## src/rtl/vc_arbiter_demux.sv

```systemverilog
// vc_arbiter_demux
// Pops words from two virtual-channel FIFOs (VC0 strict priority, VC1 forced
// after STARVE_LIMIT consecutive VC0 grants while VC1 waits) and steers each
// word to destination FIFO D0 or D1 by bit DEST_BIT of the word. Hysteresis
// backpressure per destination comes from the destination flags.
//
// Ports:
//   clk, reset (async, active low), init (sync soft clear, 0 = clear)
//   vc0/vc1_empty, vc0/vc1_data      : VC FIFO read side (data valid cycle after pop)
//   d0/d1 full/almost_full/almost_empty/empty : destination status flags
//   pop_vc0, pop_vc1                 : combinational read enables
//   push_d0, push_d1, data_out       : registered write side to D0/D1
//   active                           : registered, a word is pending or being pushed
//   error                            : registered, sticky push-into-full flag
module vc_arbiter_demux #(
   parameter int data_width   = 6,
   parameter int DEST_BIT     = 4,
   parameter int STARVE_LIMIT = 4
) (
   input  logic                  clk,
   input  logic                  reset,
   input  logic                  init,
   input  logic                  vc0_empty,
   input  logic                  vc1_empty,
   input  logic [data_width-1:0] vc0_data,
   input  logic [data_width-1:0] vc1_data,
   input  logic                  d0_full,
   input  logic                  d1_full,
   input  logic                  d0_almost_full,
   input  logic                  d1_almost_full,
   input  logic                  d0_almost_empty,
   input  logic                  d1_almost_empty,
   input  logic                  d0_empty,
   input  logic                  d1_empty,
   output logic                  pop_vc0,
   output logic                  pop_vc1,
   output logic                  push_d0,
   output logic                  push_d1,
   output logic [data_width-1:0] data_out,
   output logic                  active,
   output logic                  error
);

   localparam logic [3:0] LIMIT = 4'(STARVE_LIMIT);

   logic                  hold_d0_q, hold_d0_d;
   logic                  hold_d1_q, hold_d1_d;
   logic [3:0]            streak_q, streak_d;
   logic                  pend_q, pend_d;
   logic                  src_q, src_d;
   logic                  push_d0_q, push_d0_d;
   logic                  push_d1_q, push_d1_d;
   logic [data_width-1:0] data_out_q, data_out_d;
   logic                  active_q, active_d;
   logic                  error_q, error_d;

   logic                  stall;
   logic                  grant0, grant1;
   logic [data_width-1:0] word;

   // Raw almost_full/full participate directly so pops stop in the same cycle
   // the flag rises, not one cycle later when the hold flag catches up.
   always_comb begin
      stall = hold_d0_q | hold_d1_q | d0_almost_full | d1_almost_full | d0_full | d1_full;
   end

   always_comb begin
      grant0 = 1'b0;
      grant1 = 1'b0;
      if (reset && init && !stall) begin
         if (streak_q == LIMIT && !vc1_empty) begin
            grant1 = 1'b1;
         end else if (!vc0_empty) begin
            grant0 = 1'b1;
         end else if (!vc1_empty) begin
            grant1 = 1'b1;
         end
      end
   end

   assign pop_vc0 = grant0;
   assign pop_vc1 = grant1;

   always_comb begin
      hold_d0_d  = hold_d0_q;
      hold_d1_d  = hold_d1_q;
      streak_d   = streak_q;
      pend_d     = grant0 | grant1;
      src_d      = grant1;
      word       = src_q ? vc1_data : vc0_data;
      push_d0_d  = 1'b0;
      push_d1_d  = 1'b0;
      data_out_d = data_out_q;

      // Set wins over clear when both flag groups are up together.
      if (d0_almost_full || d0_full) begin
         hold_d0_d = 1'b1;
      end else if (d0_almost_empty || d0_empty) begin
         hold_d0_d = 1'b0;
      end
      if (d1_almost_full || d1_full) begin
         hold_d1_d = 1'b1;
      end else if (d1_almost_empty || d1_empty) begin
         hold_d1_d = 1'b0;
      end

      // Streak only counts VC0 wins that made VC1 wait.
      if (grant1) begin
         streak_d = 4'd0;
      end else if (grant0) begin
         if (vc1_empty) begin
            streak_d = 4'd0;
         end else if (streak_q >= LIMIT) begin
            streak_d = LIMIT;
         end else begin
            streak_d = streak_q + 4'd1;
         end
      end

      if (pend_q) begin
         push_d0_d  = ~word[DEST_BIT];
         push_d1_d  = word[DEST_BIT];
         data_out_d = word;
      end

      error_d  = error_q | (push_d0_d & d0_full) | (push_d1_d & d1_full);
      active_d = pend_d | push_d0_d | push_d1_d;

      if (!init) begin
         hold_d0_d  = 1'b0;
         hold_d1_d  = 1'b0;
         streak_d   = 4'd0;
         pend_d     = 1'b0;
         src_d      = 1'b0;
         push_d0_d  = 1'b0;
         push_d1_d  = 1'b0;
         data_out_d = '0;
         error_d    = 1'b0;
         active_d   = 1'b0;
      end
   end

   always_ff @(posedge clk or negedge reset) begin
      if (!reset) begin
         hold_d0_q  <= 1'b0;
         hold_d1_q  <= 1'b0;
         streak_q   <= 4'd0;
         pend_q     <= 1'b0;
         src_q      <= 1'b0;
         push_d0_q  <= 1'b0;
         push_d1_q  <= 1'b0;
         data_out_q <= '0;
         active_q   <= 1'b0;
         error_q    <= 1'b0;
      end else begin
         hold_d0_q  <= hold_d0_d;
         hold_d1_q  <= hold_d1_d;
         streak_q   <= streak_d;
         pend_q     <= pend_d;
         src_q      <= src_d;
         push_d0_q  <= push_d0_d;
         push_d1_q  <= push_d1_d;
         data_out_q <= data_out_d;
         active_q   <= active_d;
         error_q    <= error_d;
      end
   end

   assign push_d0  = push_d0_q;
   assign push_d1  = push_d1_q;
   assign data_out = data_out_q;
   assign active   = active_q;
   assign error    = error_q;

endmodule
```

## config.mk

```make
export PLATFORM = sky130hd
export DESIGN_NAME = vc_arbiter_demux
export DESIGN_NICKNAME = d
export VERILOG_FILES = /design/src/rtl/vc_arbiter_demux.sv
export SDC_FILE = /design/constraint.sdc
export NUM_CORES = 1
export LEC_CHECK = 0
export ABC_CLOCK_PERIOD_IN_PS = 1900
export CAP_MARGIN = 20
export CORE_ASPECT_RATIO = 1.25
export CORE_MARGIN = 2
export CORE_UTILIZATION = 40
export DETAILED_ROUTE_END_ITERATION = 12
export GPL_ROUTABILITY_DRIVEN = 0
export HOLD_SLACK_MARGIN = 0.02
export MAX_ROUTING_LAYER = met4
export PLACE_DENSITY_LB_ADDON = 0.1
export SYNTH_ARGS = -nofsm -noshare
export SYNTH_HDL_FRONTEND = slang
export SYNTH_SLANG_ARGS = --single-unit
```

## constraint.sdc

```tcl
create_clock -name clk -period 1.9 [get_ports clk]
set_input_delay 0.285 -clock clk [delete_from_list [all_inputs] [get_ports clk]]
set_output_delay 0.285 -clock clk [all_outputs]
set_load 0.01 [all_outputs]
```

==> summary.txt, run 1 <==
====================================================================================
Master cell of the clock root buffer                                        clkbuf_4
Mean Syn Cell Area                                                          11.1 µm²
Post-DP Area                                                                1310 µm²
CP endpoint kind                                                        primary output
PortBufs                                                                          36
Highest fanout seen on the critical path                                           3
Most frequently used flop master after synthesis                             dfrtp_1
Total Die Area                                                              2580 µm²
FMAX                                                                         558 MHz
Fraction of power consumed by sequential logic                                 57.5%
Clock sink total                                                                  18
Crit path DAT                                                                1.51 ns
Final Max Tran Viols                                                               0
Post-Synthesis Cells                                                              79
Cells along the critical path                                           clkdlybuf4s50_1 > and4bb_2 > nand2_2 > nor3_2 > buf_2
# diodes                                                                           0
Maximum vdd drop                                                          0.000357 V
Number of cells on the worst reg-to-reg path                                       5
Iteration-0 DRC Markers                                                           12
First-pass GRT wire length                                                   3.24 mm
Share of flip-flops with an asynchronous set or reset after synthesis           100%
Effective utilization at floorplan                                             43.2%
Net count after synthesis                                                        106
Warning count from the yosys run                                                   0
Hold crit path type                                                      in -> async
Core box area                                                               2030 µm²
Share of layout cells above drive strength 1                                   21.9%
Sw Share                                                                       22.0%
Number of buffers created by CTS                                                   3
WS Path Type                                                               in -> out
Number of nets in the finished design                                            157
Overall via count from detail_route                                              773
FF-to-FF Start                                                             hold_d0_q
Worst-Margin Slew                                                           0.466 ns
Synth cell count leaders                                                18 x dfrtp_1, 15 x nor2_1, 8 x a211oi_1
Total length of routed wires                                                 2.04 mm
Cell types occupying the most area after synthesis                      dfrtp_1 51%, a211oi_1 6.9%, nor2_1 6.4%
Routed length per placed instance                                            13.8 µm
Hold-fix buffers at CTS                                                            0
Die Ht                                                                       56.3 µm
Largest net degree at the start of global routing                                 19
Number of synthesized flops with an enable pin                                     0
Number of standard-cell rows in the floorplan                                     18
Residual overflow from global routing                                              0
Detail-routed via count per cell                                                5.22
Reg2reg setup slack                                                          0.46 ns
Clock tree buffer depth                                                            2
Vias in the first global route                                                   759
Total power draw                                                            0.676 mW
Static power due to leakage                                                 0.593 nW
Detailed placer's ending HPWL                                                1.58 mm
Count of TritonRoute iterations in the first routing pass                          4
Sequential area share after synthesis                                          51.4%
Relative area change from synthesis to final layout                            55.3%
Power density over cell area                                              497 nW/µm²
Critical path data required time                                             1.62 ns
Max Cap Violations                                                                 0
Cell taking the most area after synthesis                                    dfrtp_1
Net load switching power                                                    0.149 mW
Clock H-tree levels                                                                1
CTS clk-pin slew, worst paths                                                0.09 ns
Startpoint kind of the worst setup timing path                          primary input
RSZ-0062 raised after global routing                                              no
Setup clock skew after layout                                             0.00337 ns
Final worst path period share                                                  94.3%
Result of the run                                                          completed
End of the worst register-to-register path                               streak_q[2]
Number of antenna violations at the first check in global routing                  0
Worst slew margin relative to its limit                                        69.0%
Clock period minus final worst setup slack                                   1.79 ns
Netlist cell types                                                                27
Combinational group share of total power                                       16.0%
GRT Total Usage                                                                17.7%
Clock insertion delay at the later pin of the skew report                    0.28 ns
Post-route ant nets                                                                0
Post-route DRC                                                                     0
Final design area excluding fillers                                         1360 µm²
Standard cell with the maximum stage delay on the critical path         clkdlybuf4s50_1
Cell with the most instances after synthesis                                 dfrtp_1
Part of the power in the clock network                                         26.5%
Number of top-level pins                                                          37
Post-synthesis register bit count                                                 18
Delay of the slowest cell on the worst path                                  0.51 ns
Mapped Area                                                                  876 µm²
TritonCTS clock tree                                                            done
Post-synth top area share                                                      51.4%
Floorplan die width                                                          45.9 µm
Setup violations, final                                                            0
Top Family by Delay on Critical Path                                    buffers and inverters
Internal power of the cells                                                 0.527 mW
CP Buf/Inv Count                                                                   2
Final Hold Fails                                                                   0
====================================================================================
-- power by group through the flow --
stage	logic, mW	registers [mW]	clock network, mW
CTS	0.107	0.389	0.199
floorplan	0.0239	0.396	0
global placement	0.105	0.397	0
detailed placement	0.107	0.397	0
finish	0.108	0.389	0.179
global route	0.118	0.389	0.209
-- final cells by class --
cell class | count | area [µm²]
timing repair buffer | 48 | 440
multi-input combinational | 55 | 407
tap | 20 | 25.0
fill | 168 | 667
inverter | 4 | 15.0
sequential | 18 | 450
clock buffer | 3 | 22.5
-- cells by family after synthesis --
logic type | synth area share, %
DFF | 51.4
buffers and inverters | 3.57
muxes | 11.3
adders and majority gates | 2.86
and+or+nand+nor | 18.3
AOI/OAI and AO/OA | 12.6
-- placed cells by master, fill, tap and decap left out, types with 2 or more instances in the layout --
master,Yosys,layout
buf_2,1,2
ha_1,2,2
a211oi_1,8,8
a21oi_1,2,2
nor2_1,15,15
nand2_1,4,3
clkdlybuf4s50_1,0,31
inv_1,3,3
dfrtp_1,18,18
mux2i_1,5,5
clkbuf_4,0,3
buf_4,0,12
nor3_1,4,2
nor3_2,1,3
dlygate4sd2_1,0,2
-- flip-flops by register name (all words and copies together) (netlist names) --
signal     cells
data_out       6
hold_d0_q      1
hold_d1_q      1
src_q          1
push_d0        1
error          1
active         1
push_d1        1
streak_q       4
pend_q         1
-- stage by stage --
| stage | util, % | hold slack [ns] | setup slack [ns] | std cells | setup TNS, ns |
|---|---|---|---|---|---|
| after CTS | 66.2 | 0.395 | 0.00484 | 145 | 0 |
| after global placement | 64.8 | 0.496 | -0.373 | 142 | -0.743 |
| after global routing | 67.1 | 0.412 | 0.0386 | 148 | 0 |
| after floorplan | - | -0.0106 | 0.552 | 79 | 0 |
| final | 67.1 | 0.405 | 0.109 | 148 | 0 |
| after detailed placement | 64.8 | 0.503 | -0.409 | 142 | -0.798 |
-- worst register-to-register path, cell delays in order, from the launching register on --
cell and delay (ns):
dfrtp_1 0.37, and4bb_2 0.26, buf_4 0.14, a31oi_1 0.31, o21bai_1 0.17, o2bb2ai_1 0.12
-- routing by layer --
metal / routed length [µm] / track usage (%) / up-vias
li1: - / - / 385
met1: 783 / 17.6 / 362
met2: 1170 / 32.3 / 24
met3: 73 / 2.25 / 2
met4: 14 / 7.35 / 0
met5: 0 / - / -
-- worst max-delay path by stage --
| stage | start | end | slack [ns] | cells past startpoint |
|---|---|---|---|---|
| floorplan | hold_d0_q | pop_vc0 | 0.55 | 3 |
| global placement | d0_full | pop_vc1 | -0.37 | 5 |
| detailed placement | d0_full | pop_vc0 | -0.41 | 5 |
| CTS | d1_full | pop_vc1 | 0.005 | 5 |
| global route | reset | pop_vc0 | 0.04 | 5 |
| finish | reset | pop_vc0 | 0.11 | 5 |
-- what timing repair did --
item,4_1_cts,5_1_grt
setup endpoints to repair,2,2
resized for setup,10,4
pin swaps,2,4
buffers inserted,0,3
No activity file was read; power rests on OpenSTA's default activity.
==> inputs of run 2 (changes only) <==
--- a/config.mk
+++ b/config.mk
@@ -15,6 +15,8 @@
 export HOLD_SLACK_MARGIN = 0.02
 export MAX_ROUTING_LAYER = met4
 export PLACE_DENSITY_LB_ADDON = 0.1
+export SLEW_MARGIN = 30
 export SYNTH_ARGS = -nofsm -noshare
 export SYNTH_HDL_FRONTEND = slang
 export SYNTH_SLANG_ARGS = --single-unit
+export TNS_END_PERCENT = 20
==> results of run 2 <==
Same layout as run 1: the final DEF is identical, and so are final timing and power.
